$ cat src/rtl/lsu_pkg.sv
// Shared definitions for the load/store unit: op codes, FSM states, memory depth.
// Latency: n/a (types and constants only).
// Backpressure: n/a.
package lsu_pkg;

    // All eight 3-bit codes are assigned. The fault logic still treats anything
    // outside this list as invalid, so a later re-encoding with gaps stays safe.
    typedef enum logic [2:0] {
        LW  = 3'd0,
        LH  = 3'd1,
        LHU = 3'd2,
        LB  = 3'd3,
        LBU = 3'd4,
        SW  = 3'd5,
        SH  = 3'd6,
        SB  = 3'd7
    } lsu_op_e;

    typedef enum logic [2:0] {
        IDLE  = 3'd0,
        LOAD  = 3'd1,
        MERGE = 3'd2,
        WRITE = 3'd3,
        RESP  = 3'd4
    } lsu_state_e;

    localparam int LSU_DEPTH_WORDS = 64;

    function automatic logic is_load(input logic [2:0] op);
        return op inside {LW, LH, LHU, LB, LBU};
    endfunction

endpackage

$ cat src/rtl/lsu_byte_lane.sv
// Lane select + sign/zero extension for loads, and lane merge for sub-word stores.
// Latency: purely combinational.
// Backpressure: none; outputs follow inputs.
// Ports: op/addr_lo pick the lane; rdata is the memory word; wdata holds store
// data in its low bits; load_data is the extended load result; merge_data is
// rdata with the addressed byte/halfword replaced. Lanes live in bits [31:0].
module lsu_byte_lane
    import lsu_pkg::*;
#(
    parameter int N = 32
) (
    input  logic [2:0]   op,
    input  logic [1:0]   addr_lo,
    input  logic [N-1:0] rdata,
    input  logic [N-1:0] wdata,
    output logic [N-1:0] load_data,
    output logic [N-1:0] merge_data
);

    logic [7:0]  byte_sel;
    logic [15:0] half_sel;

    always_comb begin
        byte_sel = rdata[{addr_lo, 3'b000} +: 8];
        half_sel = rdata[{addr_lo[1], 4'b0000} +: 16];

        load_data = '0;
        case (op)
            LW:      load_data = rdata;
            LH:      load_data = {{(N-16){half_sel[15]}}, half_sel};
            LHU:     load_data = {{(N-16){1'b0}}, half_sel};
            LB:      load_data = {{(N-8){byte_sel[7]}}, byte_sel};
            LBU:     load_data = {{(N-8){1'b0}}, byte_sel};
            default: load_data = '0;
        endcase

        merge_data = rdata;
        case (op)
            SB:      merge_data[{addr_lo, 3'b000} +: 8]     = wdata[7:0];
            SH:      merge_data[{addr_lo[1], 4'b0000} +: 16] = wdata[15:0];
            default: merge_data = rdata;
        endcase
    end

endmodule

$ cat src/rtl/load_store_unit.sv
// Multi-cycle load/store unit in front of a single-port, combinational-read data memory.
// Latency after accept: loads 2, SW 2, SH/SB 3 (read-merge-write), faults 1.
// Backpressure: req_ready only in IDLE; responses are a one-cycle pulse with no backpressure.
// Ports: req_* request handshake (op/addr/wdata); resp_valid/resp_rdata/fault
// completion; mem_we/mem_addr/mem_wdata/mem_rdata drive the data memory.
module load_store_unit
    import lsu_pkg::*;
#(
    parameter int N           = 32,
    parameter int DEPTH_WORDS = LSU_DEPTH_WORDS
) (
    input  logic         clk,
    input  logic         rst_n,
    input  logic         req_valid,
    output logic         req_ready,
    input  logic [2:0]   req_op,
    input  logic [N-1:0] req_addr,
    input  logic [N-1:0] req_wdata,
    output logic         resp_valid,
    output logic [N-1:0] resp_rdata,
    output logic         fault,
    output logic         mem_we,
    output logic [N-1:0] mem_addr,
    output logic [N-1:0] mem_wdata,
    input  logic [N-1:0] mem_rdata
);

    localparam logic [N-1:0] DEPTH_LIM = N'(DEPTH_WORDS);

    lsu_state_e   state;
    lsu_state_e   state_nxt;
    logic [2:0]   op_q;
    logic [N-1:0] addr_q;
    logic [N-1:0] wdata_q;
    logic [N-1:0] merged_q;
    logic         accept;
    logic         misalign;
    logic         req_fault;
    logic [N-1:0] load_data;
    logic [N-1:0] merge_data;

    // Fault is judged on the incoming request so a bad request never reaches memory.
    always_comb begin
        misalign = 1'b0;
        case (req_op)
            LW, SW:      misalign = (req_addr[1:0] != 2'b00);
            LH, LHU, SH: misalign = req_addr[0];
            LB, LBU, SB: misalign = 1'b0;
            default:     misalign = 1'b1;
        endcase
        req_fault = misalign || ({2'b00, req_addr[N-1:2]} >= DEPTH_LIM);
    end

    assign accept = (state == IDLE) && req_valid;

    always_ff @(posedge clk or negedge rst_n) begin
        if (!rst_n) begin
            state <= IDLE;
        end else begin
            state <= state_nxt;
        end
    end

    always_comb begin
        state_nxt  = state;
        req_ready  = 1'b0;
        resp_valid = 1'b0;
        mem_we     = 1'b0;
        case (state)
            IDLE: begin
                req_ready = 1'b1;
                if (req_valid) begin
                    if (req_fault)            state_nxt = RESP;
                    else if (is_load(req_op)) state_nxt = LOAD;
                    else if (req_op == SW)    state_nxt = WRITE;
                    else                      state_nxt = MERGE;
                end
            end
            LOAD:  state_nxt = RESP;
            MERGE: state_nxt = WRITE;
            WRITE: begin
                mem_we    = 1'b1;
                state_nxt = RESP;
            end
            RESP: begin
                resp_valid = 1'b1;
                state_nxt  = IDLE;
            end
            default: state_nxt = IDLE;
        endcase
    end

    // Response registers are only updated on the edge entering RESP, so they
    // hold their last value through the following request until it completes.
    always_ff @(posedge clk or negedge rst_n) begin
        if (!rst_n) begin
            op_q       <= '0;
            addr_q     <= '0;
            wdata_q    <= '0;
            merged_q   <= '0;
            resp_rdata <= '0;
            fault      <= 1'b0;
        end else begin
            if (accept) begin
                op_q    <= req_op;
                addr_q  <= req_addr;
                wdata_q <= req_wdata;
            end
            if (state == MERGE) begin
                merged_q <= merge_data;
            end
            if (state == LOAD) begin
                resp_rdata <= load_data;
                fault      <= 1'b0;
            end
            if (state == WRITE) begin
                resp_rdata <= '0;
                fault      <= 1'b0;
            end
            if (accept && req_fault) begin
                resp_rdata <= '0;
                fault      <= 1'b1;
            end
        end
    end

    assign mem_addr  = {addr_q[N-1:2], 2'b00};
    assign mem_wdata = (op_q == SW) ? wdata_q : merged_q;

    lsu_byte_lane #(
        .N(N)
    ) u_byte_lane (
        .op         (op_q),
        .addr_lo    (addr_q[1:0]),
        .rdata      (mem_rdata),
        .wdata      (wdata_q),
        .load_data  (load_data),
        .merge_data (merge_data)
    );

endmodule

$ cat config.mk
export PLATFORM = sky130hd
export DESIGN_NAME = load_store_unit
export DESIGN_NICKNAME = d
export VERILOG_FILES = /design/src/rtl/lsu_pkg.sv /design/src/rtl/lsu_byte_lane.sv /design/src/rtl/load_store_unit.sv
export SDC_FILE = /design/constraint.sdc
export NUM_CORES = 1
export LEC_CHECK = 0
export BUFFER_PORTS_ARGS = -buffer_cell sky130_fd_sc_hd__buf_2
export CELL_PAD_IN_SITES_DETAIL_PLACEMENT = 1
export CELL_PAD_IN_SITES_GLOBAL_PLACEMENT = 1
export CORE_UTILIZATION = 45
export CTS_BUF_LIST = sky130_fd_sc_hd__clkbuf_16
export CTS_CLUSTER_DIAMETER = 150
export DETAILED_ROUTE_END_ITERATION = 8
export PLACE_DENSITY_LB_ADDON = 0.12
export SYNTH_ARGS = -nofsm -noshare
export SYNTH_HDL_FRONTEND = slang
export SYNTH_SLANG_ARGS = --single-unit
$ cat constraint.sdc
create_clock -name clk -period 6.8 [get_ports clk]
set_clock_uncertainty 0.15 [all_clocks]
set_input_delay 1.02 -clock clk [delete_from_list [all_inputs] [get_ports clk]]
set_output_delay 1.02 -clock clk [all_outputs]
set_load 0.01 [all_outputs]
**After elaboration in Yosys (flattened, before gate mapping)**

Index checks and enable logic that the tools add are counted.

- $add $sub $neg: 2
- Multiplexer cells: 20
- Equal/unequal tests: 19
- $lt $le $gt $ge: 1
- Shifts and indexed selects: 6
- Reduce and logical (&&, ||, !) cells: 13

Operator list:

| operator | number |
|---|---|
| one-hot mux 32 bit (5 select lines) | 1 |
| two-way mux 32 bit | 4 |
| bitwise mux 32 bit | 2 |
| one-hot mux 32 bit (2 select lines) | 1 |
| variable shift 16 x 7 -> 32 bit (first input constant) | 1 |
| variable shift 8 x 7 -> 32 bit (first input constant) | 1 |
| indexed part select 16 x 7 -> 32 bit | 1 |
| indexed part select 32 x 6 -> 16 bit | 1 |
| indexed part select 32 x 6 -> 8 bit | 1 |
| indexed part select 8 x 7 -> 32 bit | 1 |
| greater-or-equal comparator 30 x 7 -> 1 bit (second input constant) | 1 |
| equality test 3 bit (second input constant) | 9 |
| equality test 3 x 2 -> 1 bit (second input constant) | 6 |
| negator 5 -> 7 bit | 2 |
| equality test 3 x 1 -> 1 bit (second input constant) | 3 |
| zero test 3 bit | 3 |
| one-hot mux 3 bit (3 select lines) | 1 |
| two-way mux 1 bit | 7 |
| two-way mux 3 bit | 2 |
| OR reduction 3 bit | 2 |
| nonzero test 5 bit | 1 |
| OR reduction 2 bit | 2 |
| one-hot mux 1 bit (3 select lines) | 1 |
| nonzero test 3 bit | 1 |
| other kinds (5) | 6 |

- Logic and storage cells: 68
- Register bits: 135
- Bits of input ports: 102

**Logic depth before layout (Yosys ltp)**

Gate-level depths: netlist of run 1.

- Depth in word-level cells: 7
- Gate-level depth with buffers: 9
- Gate-level depth less buffers: 6

**Modules after synthesis**

Synthesis of run 1 repeated with hierarchy kept, for this count alone.

- Cells, all modules: 745
- Area, all modules: 7863.8 sq um

By module, submodules not included:

| module | area an instance (sq um) | cells each | sequential area each (sq um) | instances |
|---|---|---|---|---|
| load_store_unit | 6009.5 | 456 | 3378.2 | 1 |
| lsu_byte_lane | 1854.3 | 289 | 0.0 | 1 |

**Worst setup path before layout of run 1**

No wires, ideal clock.

- Kind: register to output
- Start: reg op_q[1]
- End: out mem_wdata[27]
- Data required time: 5630 ps
- Arrival: 1430 ps
- Buffers on the path: 2
- Stages on the path, launching flop included: 6
- Path slack: 4200 ps
- Path through: dfrtp_1 -> nand2b_1 -> or2_2 -> clkbuf_1 -> buf_2 -> mux2_1

- Cells in the longest elaborated chain, start to end: 2

Ends and longest elaborated chain:

| what | line | text |
|---|---|---|
| start: declaration | load_store_unit.sv:32 | `logic [2:0] op_q;` |
| start signal: assignment | load_store_unit.sv:105 | `op_q <= req_op;` |
| equality test 3 bit | load_store_unit.sv:128 | `assign mem_wdata = (op_q == SW) ? wdata_q : merged_q;` |
| two-way mux 32 bit | load_store_unit.sv:128 |  |
| end: declaration | load_store_unit.sv:24 | `output logic [N-1:0] mem_wdata,` |

No other way between the ends.

**Final worst setup path of run 1**

- Start: reg op_q[0]
- End: out mem_wdata[27]

The elaborated chain is that of the path after synthesis.

==> results of run 1 <==
-- placed cells by master (no fill, tap or decap), types with 13 or more instances in the layout --
| cell type | n |
|---|---|
| o21ai_0 | 33 |
| nand3_1 | 32 |
| a32oi_1 | 13 |
| and2_1 | 18 |
| nand2_1 | 62 |
| a2111o_1 | 16 |
| o21ai_1 | 18 |
| nor2_1 | 14 |
| dfrtp_1 | 135 |
| a21oi_1 | 26 |
| o211ai_1 | 45 |
| buf_2 | 198 |
| clkbuf_16 | 17 |
| mux2_2 | 122 |
-- tightest hold or removal path, cell delays in order, from the launching register on --
cell and delay, ps:
dfrtp_1 340, nand2_1 40, o21ai_0 60
-- kinds of logic after synthesis --
group | synth area share [%]
XOR/XNOR | 0.1104
AND/OR/NAND/NOR | 11.79
AO/OA/AOI/OAI | 19.82
multiplexers | 17.87
adder cells (fa/ha/maj) | 0.7884
flip-flops | 42.57
buffers and inverters | 7.001
other | 0.04726
-- final cells by class --
type,count,share of cell area (%)
multi-input combinational,521,42.44
sequential,135,35.71
timing repair buffer,209,11.39
clock buffer,17,4.497
tap,225,2.976
clock inverter,14,2.711
inverter,7,0.2777
-- metrics by stage --
stage | util (%) | setup WS [ps] | instance area, sq um | total power (uW) | std cells
after detailed placement | 50.93 | 3289 | 8778 | 1425 | 1097
after global placement | 50.93 | 3399 | 8778 | 1403 | 1097
after CTS | 54.89 | 2823 | 9460 | 2514 | 1128
after global routing | 54.89 | 2643 | 9460 | 2584 | 1128
after floorplan | - | 4200 | 7939 | 1259 | 758
final | 54.89 | 2821 | 9460 | 2501 | 1128
-- per-layer routing --
layer  track usage [%]  part of all wire (%)  vias up
met5                 0                     0        -
met4             9.551                   2.0        0
met3             7.845                   6.9       39
met2             47.59                    48      263
met1             37.68                    43     3437
li1                  -                     -     3076
-- path summary, 6_finish.rpt --
path | start | to | slack, ps | cells past startpoint
min in group asynchronous | rst_n | resp_rdata[16] | 390 | 1
min reg2reg | merged_q[3] | merged_q[3] | 330 | 2
max | op_q[0] | mem_wdata[27] | 2820 | 4
min | merged_q[3] | merged_q[3] | 330 | 2
max reg2reg | addr_q[1] | merged_q[27] | 3630 | 7
max in group asynchronous | rst_n | merged_q[19] | 4690 | 2
-- sequential cells by signal, summed over array words and instances (netlist names) --
| register | cells |
|---|---|
| addr_q | 32 |
| fault | 1 |
| merged_q | 32 |
| op_q | 3 |
| resp_rdata | 32 |
| state | 3 |
| wdata_q | 32 |
-- power by group through the flow --
stage,clock network [uW],logic [uW],registers [uW]
after CTS,1100,474,942
after global routing,1120,507,953
final,1080,474,944
after global placement,0,452,951
after floorplan,0,352,907
after detailed placement,0,469,956
==> impl_metrics.yaml, run 1 <==
sta:
  rsz0062_at_grt: "false"
  post-route-period-util_pct: 58.51
  tns_ps: 0
  setup_viol: 0
  final-hold-violation-count: 0
  worst_pin_slew_ps: 1014
  clock.fmax_mhz: 251.3
  maxSlewHeadroom_pct: 32.39
  period_needed_ps: 3979
  maxSlewViolCount: 0
  whs_ps: 327.7
placed_design:
  dp_hpwl_um: 18660
  io_buffers: 199
  place.gp.congestion: 0.8877
detailed_routing:
  drc_errors: 0
  via_per_inst: 6.042
  wl_per_cell_um: 23.18
  num_vias: 6815
  first_pass_iters: 6
  drt_iter0_markers: 550
  ant_nets: 0
  routed_wl_um: 26140
floorplan:
  core_sq_um: 17240
  die_x_um: 134.8
  die_h_um: 134.8
  pin_count: 202
  rows: 48
  dieArea_sq_um: 18170
  start_util_pct: 46.04
finish:
  nets: 998
  regArea_sq_um: 3378
  nFillCells: 1966
  area_growth_pct: 19.22
  multiInputGateArea_sq_um: 4015
  num_antenna_cells: 0
  drive_gt1_share_pct: 42.75
power:
  p_seq_share_pct: 37.7
  p_per_area_nw_per_um2: 264.4
  clockPowerShare_pct: 43.3
  power_frac_comb_pct: 19.0
  p_sw_uw: 710.7
  ir_drop_mv: 0.1887
  swShare_pct: 28.42
  p_int_uw: 1790
  leakage_uw: 0.004120
critical_path:
  worstPathArrival_ps: 2810
  worst_setup_path_start_kind: "flop"
  cp.required_ps: 5630
  crit_slowest_cell: "dfrtp_1"
  crit_path_cell_trace: "inv_1, or2_2, mux2_1, buf_2"
  crit_buf_inv: 2
  worstPathMaxFanout: 32
  endpoint_kind: "output port"
  cpLargestDelayFamily: "flip-flops"
  max_stage_delay_ps: 960
  crit_type: "reg -> out"
yosys:
  synth.cell_area_sq_um: 7935
  netlist.area_leader.share_pct: 42.57
  postSynthRegisterBits: 135
  async_flop_share_pct: 100.0
  synth_area_leader_cell: "dfrtp_1"
  seq_area_frac_synth_pct: 42.57
  synthCells: 757
  avgSynthCellArea_sq_um: 10.48
  synthTopCellsByArea: "dfrtp_1 43%, mux2_2 17%, o211ai_1 4.3%"
  ys_warn_count: 0
  synth_edf_count: 0
  ys.flop_type: "dfrtp_1"
  yosys.cell_count.top_type: "dfrtp_1"
  synth_cell_types: 63
  ys_top_cells_by_count: "135 x dfrtp_1, 122 x mux2_2, 63 x nand2_1"
clock_network:
  cts_tree: "built"
  clk_pin_slew_ps: 60
  cts_buffers: 17
  cts_setup_buffers: 0
  clockBufferDepth: 2
  clock_latency_ps: 430
  htree_levels: 4
  ctsHoldBuffers: 0
  cts_sinks: 135
  cts_root_buf: "clkbuf_16"
  cts_resized: 0
grt:
  overflow: 0
  grt_usage_pct: 29.23
  antenna_found_initial: 0
  grt_pass1_vias: 6947
  grt_pass1_wl_um: 39890
  grt_max_degree: 82
job:
  drv_cap: 0
worst_hold_path:
  worstHoldPathType: "reg -> reg"
run_status:
  outcome: "complete, no violations"
Note: power is estimated with default switching activity, not from simulation.
==> inputs of run 2 (changes only) <==
- ABC_AREA: default -> 1
- CORE_UTILIZATION: 45 -> 35
- clock period: 6.8 -> 3.4 ns (I/O delays scaled with it)
==> impl_metrics.yaml, run 2 <==
floorplan:
  start_util_pct: 35.80
  pin_count: 202
  dieArea_sq_um: 23920
  die_h_um: 154.6
  die_x_um: 154.6
  core_sq_um: 22780
  rows: 55
finish:
  multiInputGateArea_sq_um: 3680
  nFillCells: 2913
  nets: 1334
  area_growth_pct: 19.07
  layout_common_cells: "239 x nand2_1, 198 x buf_2, 135 x dfrtp_1"
  regArea_sq_um: 3378
  final_common_cell: "nand2_1"
  drive_gt1_share_pct: 25.48
sta:
  whs_ps: 146.5
  period_needed_ps: 3020
  final-hold-violation-count: 0
  maxSlewHeadroom_pct: 47.16
  rsz0062_at_grt: "false"
  clock.fmax_mhz: 331.1
  maxSlewViolCount: 0
  post-route-period-util_pct: 88.82
  tns_ps: 0
  setup_viol: 0
  worst_pin_slew_ps: 792.5
grt:
  grt_max_degree: 67
  grt_pass1_vias: 7677
  grt_pass1_wl_um: 42440
  overflow: 0
  antenna_found_initial: 2
  grt_usage_pct: 22.98
yosys:
  yosys.cell_count.top_type: "nand2_1"
  ys.flop_type: "dfrtp_1"
  synthAdderAreaFrac_pct: 0.7671
  ys_top_cells_by_count: "239 x nand2_1, 135 x dfrtp_1, 126 x nand3_1"
  synth_compound_area_share_pct: 13.70
  synth_area_leader_cell: "dfrtp_1"
  seq_area_frac_synth_pct: 41.42
  synth_top_family_by_area: "simple AND/OR/NAND/NOR gates"
  postSynthRegisterBits: 135
  avgSynthCellArea_sq_um: 7.496
  synth.cell_area_sq_um: 8155
  synth_edf_count: 0
  async_flop_share_pct: 100.0
  synthTopCellsByArea: "dfrtp_1 41%, nand2_1 11%, nand3_1 7.7%"
  synth_xor_area_share_pct: 0
  synthCells: 1088
  synthMuxAreaShare_pct: 3.866
  netlist.area_leader.share_pct: 41.42
  ys_warn_count: 0
  synth_cell_types: 36
  yosys.area_share.simple_pct: 26.48
job:
  drv_cap: 0
clock_network:
  cts_setup_buffers: 0
  clk_pin_slew_ps: 70
  cts_sinks: 135
  cts_root_buf: "clkbuf_16"
  cts_buffers: 17
  cts_resized: 0
  clockBufferDepth: 2
  cts_tree: "built"
  htree_levels: 4
  clock_latency_ps: 430
placed_design:
  place.gp.congestion: 0.8129
  dp_hpwl_um: 19550
  io_buffers: 199
detailed_routing:
  ant_nets: 0
  num_vias: 7706
  first_pass_iters: 5
  routed_wl_um: 26680
  via_per_inst: 4.959
  drt_iter0_markers: 467
  wl_per_cell_um: 17.17
  drc_errors: 0
critical_path:
  crit_type: "reg -> out"
  worst_setup_path_start_kind: "flop"
  worstPathArrival_ps: 2360
  cp.required_ps: 2740
  endpoint_kind: "output port"
  worstPathMaxFanout: 35
run_status:
  outcome: "complete, no violations"
power:
  ir_drop_mv: 0.3061
  p_per_area_nw_per_um2: 499.1
  leakage_uw: 0.005319
worst_hold_path:
  worstHoldPathType: "in -> reg"
run 2: changes by cell type in the layout (fill, tap and decap cells not counted), moves of 13 or more:
cell and delta:
nand2_1 +177, a21oi_1 +59, mux2_2 -94, o21ai_0 +37, o211ai_1 -29, a2111o_1 -16
and2_1 -18, inv_1 +101, a32oi_1 -13, nand3_1 +93, nor2_1 +72
run 2: kinds of logic (layout without fill, tap and decap cells):
logic type      count (synthesis)  in the layout
buf+inv                       226            377
fa+ha+maj                       5              5
simple gates                  490            490
compound gates                203            203
flops                         135            135
other cells                     1              3
mux                            28             28
run 2: final timing paths:
kind	endpoint	slack (ps)	depth (start not counted)	startpoint
setup / recovery	mem_wdata[21]	380	4	op_q[2]
hold / removal	addr_q[5]	150	2	req_addr[5]
setup reg to reg	merged_q[2]	940	7	addr_q[1]
hold reg to reg	fault	330	2	fault
max in group asynchronous	addr_q[29]	1730	3	rst_n
min in group asynchronous	wdata_q[16]	480	2	rst_n
run 2: critical path, cell delays in order (launching register included):
cell and delay, ps:
dfrtp_1 570, nand3_2 590, buf_4 440, o21ai_0 170, buf_2 150
run 2: routing by layer:
metal  GRT usage, %  routed length, um  vias up
met4          6.318                338        2
met3          4.287               1336       25
li1               -                  -     3762
met5              0                 12        -
met2          35.53              11970      202
met1          32.74              13020     3715
run 2: cell type report:
class / instances / share of cell area [%]
clock buffer: 17 / 4.381
antenna: 1 / 0.02577
sequential: 135 / 34.79
tap: 313 / 4.033
timing repair buffer: 217 / 11.74
multi-input combinational: 728 / 37.89
inverter: 128 / 4.974
clock inverter: 15 / 2.165
run 2: through the flow:
stage	cells	instance area [sq um]	setup slack [ps]	util, %	power, uW
2_1_floorplan	1089	8159	1180	-	2548
3_3_place_gp	1520	9062	876.2	39.79	2826
3_5_place_dp	1520	9062	804.6	39.79	2842
4_1_cts	1553	9708	339.5	42.62	4902
5_1_grt	1553	9708	141.1	42.62	5089
6_report	1554	9711	380.1	42.63	4846
run 2: timing repair:
item / in CTS / in global routing
hold buffers: 1 / 0
setup endpoints to repair: 0 / 0
endpoints found under the hold margin: 62 / 0
run 2: power by group:
group | total [uW] | internal, uW | switching [uW]
sequential | 1800 | 1720 | 84.1
clock | 2030 | 1190 | 844
combinational | 1010 | 346 | 666
==> inputs of run 3 (changes only) <==
- CORE_UTILIZATION: 35 -> 36
- CTS_BUF_LIST: sky130_fd_sc_hd__clkbuf_16 -> sky130_fd_sc_hd__clkbuf_2 sky130_fd_sc_hd__clkbuf_4 sky130_fd_sc_hd__clkbuf_8
==> impl_metrics.yaml, run 3 (synthesis results as in run 2) <==
finish:
  num_antenna_cells: 0
  layout_common_cells: "239 x nand2_1, 198 x buf_2, 135 x dfrtp_1"
  nFillCells: 2840
  nets: 1331
  area_growth_pct: 15.36
  drive_gt1_share_pct: 25.24
  final_common_cell: "nand2_1"
  finish.cell_count_without_fillers: 1516
power:
  ir_drop_mv: 0.2539
  p_per_area_nw_per_um2: 441.0
  leakage_uw: 0.005197
sta:
  period_needed_ps: 3044
  rsz0062_at_grt: "false"
  maxSlewHeadroom_pct: 44.69
  final-hold-violation-count: 0
  post-route-period-util_pct: 89.53
  maxSlewViolCount: 0
  worst_pin_slew_ps: 824.2
  setup_viol: 0
  tns_ps: 0
  clock.fmax_mhz: 328.5
  whs_ps: 116.0
clock_network:
  cts_sinks: 135
  htree_levels: 4
  clock_latency_ps: 460
  cts_resized: 0
  cts_tree: "built"
  cts_root_buf: "clkbuf_8"
  clockBufferDepth: 2
  ctsHoldBuffers: 1
  cts_setup_buffers: 0
  cts_buffers: 17
  clk_pin_slew_ps: 90
grt:
  overflow: 0
  grt_usage_pct: 23.31
  grt_max_degree: 78
  grt_pass1_wl_um: 42720
  antenna_found_initial: 1
  grt_pass1_vias: 7874
run_status:
  outcome: "complete, but fails checks"
  violations: "DRC"
worst_hold_path:
  worstHoldPathType: "in -> reg"
  min_to: "addr_q[2]"
  worstHoldStart: "req_addr[2]"
  hold_path_depth: 2
floorplan:
  dieArea_sq_um: 23260
  core_sq_um: 22030
  rows: 54
  die_h_um: 152.5
  die_x_um: 152.5
  start_util_pct: 37.03
  pin_count: 202
critical_path:
  regToRegSetupSlack_ps: 970
  endpoint_kind: "output port"
  r2r_cells: 7
  r2r-end: "merged_q[7]"
  r2r-start: "addr_q[0]"
  worstPathMaxFanout: 33
  cp.required_ps: 2740
  crit_type: "reg -> out"
  worstPathArrival_ps: 2380
  worst_setup_path_start_kind: "flop"
job:
  drv_cap: 0
detailed_routing:
  wl_per_cell_um: 17.25
  ant_nets: 0
  first_pass_iters: 9
  num_vias: 7676
  drc_errors: 8
  via_per_inst: 5.063
  routed_wl_um: 26160
  drt_iter0_markers: 392
placed_design:
  dp_hpwl_um: 19370
  io_buffers: 199
  dp_cells: 1484
  place.gp.congestion: 0.8180
## run 3: per-layer routing
| layer | wire length (um) | share of wire [%] | GRT usage, % |
|---|---|---|---|
| met5 | 13 | 0.050 | 0 |
| met3 | 1449 | 5.5 | 5.319 |
| met2 | 11800 | 45 | 36.93 |
| met4 | 565 | 2.2 | 7.407 |
| met1 | 12330 | 47 | 31.57 |
## run 3: worst max path at each step
stage | start | end | slack, ps | cells after the start
after floorplan | addr_q[1] | merged_q[0] | 1180 | 11
after global placement | op_q[2] | mem_wdata[9] | 910 | 4
after detailed placement | op_q[2] | mem_wdata[18] | 850 | 4
after CTS | op_q[2] | mem_wdata[18] | 330 | 4
after global routing | op_q[2] | mem_wdata[15] | 160 | 4
final | op_q[2] | mem_wdata[18] | 360 | 4
## run 3: report_power, final
part           switching, uW  total [uW]  internal (uW)
Combinational            667        1010            345
Clock                    747        1340            596
Sequential              79.7        1790           1710
Total                   1490        4150           2650
## run 3: final cells by class
cell class	instances	area [sq um]	area share, %
Tap cell	280	350.3	3.724
Inverter	128	483.0	5.134
Sequential cell	135	3378	35.91
Timing Repair Buffer	214	1142	12.14
Clock inverter	14	140.1	1.490
Multi-Input combinational cell	728	3680	39.11
Clock buffer	17	234.0	2.487
## run 3: critical path, stage by stage (launching register included)
cell and delay, ps:
dfrtp_1 590, nand3_2 580, buf_12 390, o21ai_0 180
buf_2 170
## run 3: stage by stage
stage               area (sq um)  util (%)  total power [uW]  worst slack, ps
floorplan                   8159         -              2548             1180
global placement            9024     40.97              2820            912.7
detailed placement          9024     40.97              2840            846.8
CTS                         9408     42.71              4200            330.7
global route                9408     42.71              4392            163.8
finish                      9408     42.71              4149            355.9
